===== src/rtl/mdu_pkg.sv =====
// rtl/mdu_pkg.sv - shared state encoding, iteration constants and magnitude helper
package mdu_pkg;

  localparam int ITER  = 32;
  localparam int CNT_W = 5;

  typedef enum logic [2:0] {
    S_IDLE = 3'd0,
    S_MULT = 3'd1,
    S_DIV  = 3'd2,
    S_FIX  = 3'd3,
    S_DONE = 3'd4
  } mdu_state_t;

  // 0x8000_0000 maps onto itself, which is the correct unsigned magnitude
  function automatic logic [31:0] mag32(input logic [31:0] v);
    return v[31] ? (~v + 32'd1) : v;
  endfunction

endpackage


===== src/rtl/mdu_iter_core.sv =====
// rtl/mdu_iter_core.sv - one unsigned shift-add (multiply) or restoring shift-subtract (divide) step
module mdu_iter_core (
  input  logic        is_div,
  input  logic [31:0] hi,
  input  logic [31:0] lo,
  input  logic [31:0] b,
  output logic [31:0] hi_next,
  output logic [31:0] lo_next
);

  logic [32:0] sum;
  logic [32:0] shifted;
  logic        ge;
  logic [31:0] diff;

  always_comb begin
    sum     = {1'b0, hi} + (lo[0] ? {1'b0, b} : 33'd0);
    shifted = {hi, lo[31]};
    ge      = (shifted >= {1'b0, b});
    // when ge holds the difference is below 2^32, so 32 bits suffice
    diff    = shifted[31:0] - b;
    hi_next = '0;
    lo_next = '0;
    if (is_div) begin
      hi_next = ge ? diff : shifted[31:0];
      lo_next = {lo[30:0], ge};
    end else begin
      hi_next = sum[32:1];
      lo_next = {sum[0], lo[31:1]};
    end
  end

endmodule


===== src/rtl/mult_div_unit.sv =====
// rtl/mult_div_unit.sv - iterative signed 32x32 multiply / 32/32 divide with hi/lo results
module mult_div_unit #(
  parameter int ITER = 32
) (
  input  logic        CLK,
  input  logic        RST,
  input  logic        mult_start,
  input  logic        div_start,
  input  logic [31:0] src_a,
  input  logic [31:0] src_b,
  output logic [31:0] hi_result,
  output logic [31:0] lo_result,
  output logic        mult_div_done,
  output logic        busy,
  output logic        div_by_zero
);

  import mdu_pkg::*;

  mdu_state_t       state, next_state;
  logic [CNT_W-1:0] cnt;
  logic [31:0]      hi_acc, lo_acc, b_mag;
  logic             sign_a, sign_b, is_div;
  logic [31:0]      hi_step, lo_step;
  logic [63:0]      prod;
  logic [31:0]      fix_hi, fix_lo;

  mdu_iter_core u_core (
    .is_div  (state == S_DIV),
    .hi      (hi_acc),
    .lo      (lo_acc),
    .b       (b_mag),
    .hi_next (hi_step),
    .lo_next (lo_step)
  );

  always_ff @(posedge CLK or negedge RST) begin
    if (!RST) state <= S_IDLE;
    else      state <= next_state;
  end

  always_comb begin
    next_state    = state;
    busy          = (state != S_IDLE);
    mult_div_done = (state == S_DONE);
    case (state)
      S_IDLE: begin
        if (mult_start)     next_state = S_MULT;
        else if (div_start) next_state = S_DIV;
      end
      S_MULT, S_DIV: if (cnt == '0) next_state = S_FIX;
      S_FIX:         next_state = S_DONE;
      S_DONE:        next_state = S_IDLE;
      default:       next_state = S_IDLE;
    endcase
  end

  // Sign correction: quotient/product follow sign_a^sign_b, remainder follows the dividend
  always_comb begin
    prod   = {hi_acc, lo_acc};
    fix_hi = '0;
    fix_lo = '0;
    if (is_div) begin
      fix_hi = sign_a ? (~hi_acc + 32'd1) : hi_acc;
      fix_lo = (sign_a ^ sign_b) ? (~lo_acc + 32'd1) : lo_acc;
      if (b_mag == '0) fix_lo = '1;
    end else begin
      if (sign_a ^ sign_b) prod = ~prod + 64'd1;
      fix_hi = prod[63:32];
      fix_lo = prod[31:0];
    end
  end

  always_ff @(posedge CLK or negedge RST) begin
    if (!RST) begin
      cnt         <= '0;
      hi_acc      <= '0;
      lo_acc      <= '0;
      b_mag       <= '0;
      sign_a      <= 1'b0;
      sign_b      <= 1'b0;
      is_div      <= 1'b0;
      hi_result   <= '0;
      lo_result   <= '0;
      div_by_zero <= 1'b0;
    end else begin
      case (state)
        S_IDLE: begin
          if (mult_start || div_start) begin
            sign_a      <= src_a[31];
            sign_b      <= src_b[31];
            hi_acc      <= '0;
            lo_acc      <= mag32(src_a);
            b_mag       <= mag32(src_b);
            is_div      <= !mult_start;
            div_by_zero <= 1'b0;
            cnt         <= CNT_W'(ITER - 1);
          end
        end
        S_MULT, S_DIV: begin
          hi_acc <= hi_step;
          lo_acc <= lo_step;
          if (cnt != '0) cnt <= cnt - 1'b1;
          else if (is_div && b_mag == '0) div_by_zero <= 1'b1;
        end
        S_FIX: begin
          hi_result <= fix_hi;
          lo_result <= fix_lo;
        end
        default: ;
      endcase
    end
  end

endmodule


===== config.mk =====
export PLATFORM = sky130hd
export DESIGN_NAME = mult_div_unit
export DESIGN_NICKNAME = d
export VERILOG_FILES = /design/src/rtl/mdu_pkg.sv /design/src/rtl/mdu_iter_core.sv /design/src/rtl/mult_div_unit.sv
export SDC_FILE = /design/constraint.sdc
export NUM_CORES = 1
export LEC_CHECK = 0
export BUFFER_PORTS_ARGS = -buffer_cell sky130_fd_sc_hd__clkbuf_2
export CAP_MARGIN = 30
export CORE_MARGIN = 5
export CORE_UTILIZATION = 29
export DETAILED_ROUTE_END_ITERATION = 7
export PLACE_DENSITY_LB_ADDON = 0.3
export SLEW_MARGIN = 20
export SYNTH_ARGS = -nofsm -noshare
export SYNTH_HDL_FRONTEND = slang
export SYNTH_SLANG_ARGS = --single-unit

===== constraint.sdc =====
create_clock -name CLK -period 4.3 [get_ports CLK]
set_input_delay 0.215 -clock CLK [delete_from_list [all_inputs] [get_ports CLK]]
set_output_delay 0.215 -clock CLK [all_outputs]
set_load 0.005 [all_outputs]

==> results.toml <==
[setup_path]
startpoint = "lo_acc[0]"
crit_path_end_kind = "flop"
r2r_slack_ns = 0.43
arrival_ns = 4.21
path_cells = "inv_1, nor2_1, ha_1, a21oi_1, o21ai_0, a2111oi_0, o211ai_1, a41oi_1, o21ai_0, a2111oi_0, or3_1, a21oi_1"
path_class = "flop to flop"
r2r-start = "lo_acc[0]"
critical_path.max_fanout = 15
required_ns = 4.63
cp-start-kind = "flop"
crit_end = "hi_acc[31]"
critPathSlowestCell = "inv_1"
worst-r2r-cell-count = 12
max_stage_delay_ns = 0.52
r2r_end = "hi_acc[31]"

[synth]
syn_avg_cell_area_um2 = 7.914
synth_top_area_share_pct = 30.73
synth.area.top_cells = "dfrtp_1, nand2_1, ha_1"
ys_ff_latch = 172
synth_top_family_by_area = "compound AO/OA/AOI/OAI gates"
yosys_warnings = 0
synth_area_um2 = 14010
synth_edf_count = 0
synthAdderAreaFrac_pct = 6.539
synthTopCellsByCount = "nand2_1, dfrtp_1, nor2_1"
synth.most_common_cell = "nand2_1"
synth_nets = 1910
muxShareOfSynthArea_pct = 1.670
yosysUniqueCellTypes = 87
synth-simple-area-share_pct = 20.59
synth_compound_area_share_pct = 24.06
synthXorXnorAreaFrac_pct = 11.13
async_flop_share_pct = 100.0
synthFlopType = "dfrtp_1"
yosysTopAreaCell = "dfrtp_1"
seq_area_frac_synth_pct = 30.73
syn_inst = 1770

[layout]
design_area_um2 = 15980
diodes = 0
nets = 2005
layout-drive-gt1-share_pct = 13.21
area_growth_syn_to_layout_pct = 14.11

[clocking]
post_cts_buffers = 0
clk_pin_slew_ns = 0.07
htreeDepth = 4
numCtsBuffers = 17
cts_root_buffer = "clkbuf_16"
clock_latency_ns = 0.46
clkSinkCount = 172
clk_path_buf_depth = 2
cts-resized-gates = 0
cts_tree = "done"

[route]
drtIter0Drc = 1267
drtAntennaViolNets = 0
wl_mm = 45.97
viasPerCell = 5.265
drc = 0
drt-pass1-iter-count = 5
post_drt_wl_per_cell_um = 18.45
vias = 13120

[sta]
drv_slew = 0
worst_slew_pin_slew_ns = 0.7965
rsz0062_at_grt = "no"
relSlewSlack_pct = 46.41
setup_viol = 0
final.setup.tns_ns = 0
fin_skew_ns = 0.01577
finalHoldViolations = 0
fmax_mhz = 258.2
fin_crit_ns = 3.872
final.period_utilization_pct = 90.06

[grt]
antenna_found_initial = 1
overflow = 0
grt_pass1_vias = 12450
grt_pass1_wl_mm = 71.74
track_usage_pct = 16.88
grt_max_degree = 97

[floorplanning]
boundaryPins = 135
die_w_um = 229.8
die_y_um = 229.8
num_rows = 80
die-area_um2 = 52800
coreArea_um2 = 47750
initial_core_util_pct = 29.34

[power]
leakage_nw = 6.966
p_switching_mw = 8.116
p_int_mw = 7.689
pwr-share-clk_pct = 10.2
p_per_area_nw_per_um2 = 988.8
sw_frac_of_total_pct = 51.35
combPwrFrac_pct = 68.2
peakVddDrop_mv = 0.5213
power.share.sequential_pct = 21.6

[job]
drv_cap = 0

[run_status]
outcome = "finished, final reports clean"

[hold_path]
min_from = "mult_start"
min_path_type = "input port to flop"

[placement]
dp_hpwl_mm = 36.13
place_congestion = 0.9061
placement.io_buffers = 134
placed_area_um2 = 15350
==> state kept, by name (all words and copies together), names as in the netlist <==
signal / count
b_mag: 32
hi_acc: 32
hi_result: 32
lo_acc: 32
lo_result: 32
cnt: 5
state: 3
div_by_zero: 1
is_div: 1
sign_a: 1
sign_b: 1
==> power by group through the flow <==
stage	logic (mW)	clock network [mW]	registers, mW
after floorplan	7.81	0	3.08
after global placement	10.6	0	3.41
after detailed placement	10.6	0	3.44
after CTS	10.7	1.65	3.41
after global routing	11.9	1.70	3.55
final	10.8	1.61	3.42
==> what timing repair did <==
action / CTS / global route
endpoints found under the hold margin: 95 / 0
hold buffers: 1 / 0
endpoints found under the setup margin: 0 / 0
==> layout by cell type, fill, tap and decap left out, types with 18 or more instances in the layout <==
cell	count
a21oi_1	147
or3_1	18
nand3_1	23
o31ai_1	27
o21ai_0	152
clkbuf_2	134
buf_4	35
a21o_1	30
xor2_1	99
a211oi_1	43
nor2_1	165
nor3_1	33
nand2_1	252
xnor2_1	79
inv_1	64
dfrtp_1	172
nor4_1	21
a31oi_1	40
ha_1	70
mux2i_1	20
==> logic make-up after synthesis <==
kind of cell	Yosys count
flip-flops	172
adder cells (fa/ha/maj)	72
multiplexers	23
AO/OA/AOI/OAI	542
buffers and inverters	167
AND/OR/NAND/NOR	616
XOR/XNOR	178
==> stage by stage <==
step / hold slack [ns] / power [mW] / std cells / utilization (%) / setup slack (ns)
6_report: 0.01624 / 15.81 / 2492 / 33.48 / 0.4276
5_1_grt: 0.03419 / 17.18 / 2492 / 33.48 / 0.1112
4_1_cts: 0.001443 / 15.74 / 2489 / 33.39 / 0.4105
3_5_place_dp: 0.3719 / 14.06 / 2457 / 32.15 / 0.4245
3_3_place_gp: 0.3721 / 14.02 / 2456 / 32.12 / 0.5323
2_1_floorplan: -0.08059 / 10.89 / 1770 / - / 1.023
==> layout make-up <==
cell class,count,area (µm²)
inverter,65,244.0
fill,4997,31760
clock buffer,17,425.4
sequential,172,4304
tap,615,769.5
multi-input combinational,1431,8997
timing repair buffer,178,1085
clock inverter,14,158.9
==> per-layer routing <==
layer / routed length [µm] / share of wire [%] / track usage (%) / up-vias
met3: 2823 / 6.1 / 3.319 / 46
li1: - / - / - / 6509
met4: 649 / 1.4 / 4.035 / 2
met1: 22890 / 50 / 25.13 / 6176
met5: 7 / 0.015 / 0 / -
met2: 19600 / 43 / 25.16 / 388
==> worst max-delay path: cells and delay by family (launching register included) <==
kind / cells / cell delay, ns
DFF: 1 / 0.46
AOI/OAI and AO/OA: 8 / 2.07
buffers and inverters: 1 / 0.52
adders and majority gates: 1 / 0.41
and+or+nand+nor: 2 / 0.29
==> worst min path at each step <==
stage               cells after the start  slack, ns        end
finish                                  2       0.02     is_div
global route                            2       0.03     is_div
CTS                                     2      0.001     is_div
detailed placement                      1       0.37  b_mag[25]
global placement                        1       0.37  b_mag[25]
floorplan                               0      -0.08   b_mag[0]
(Power assumes the default switching activity.)
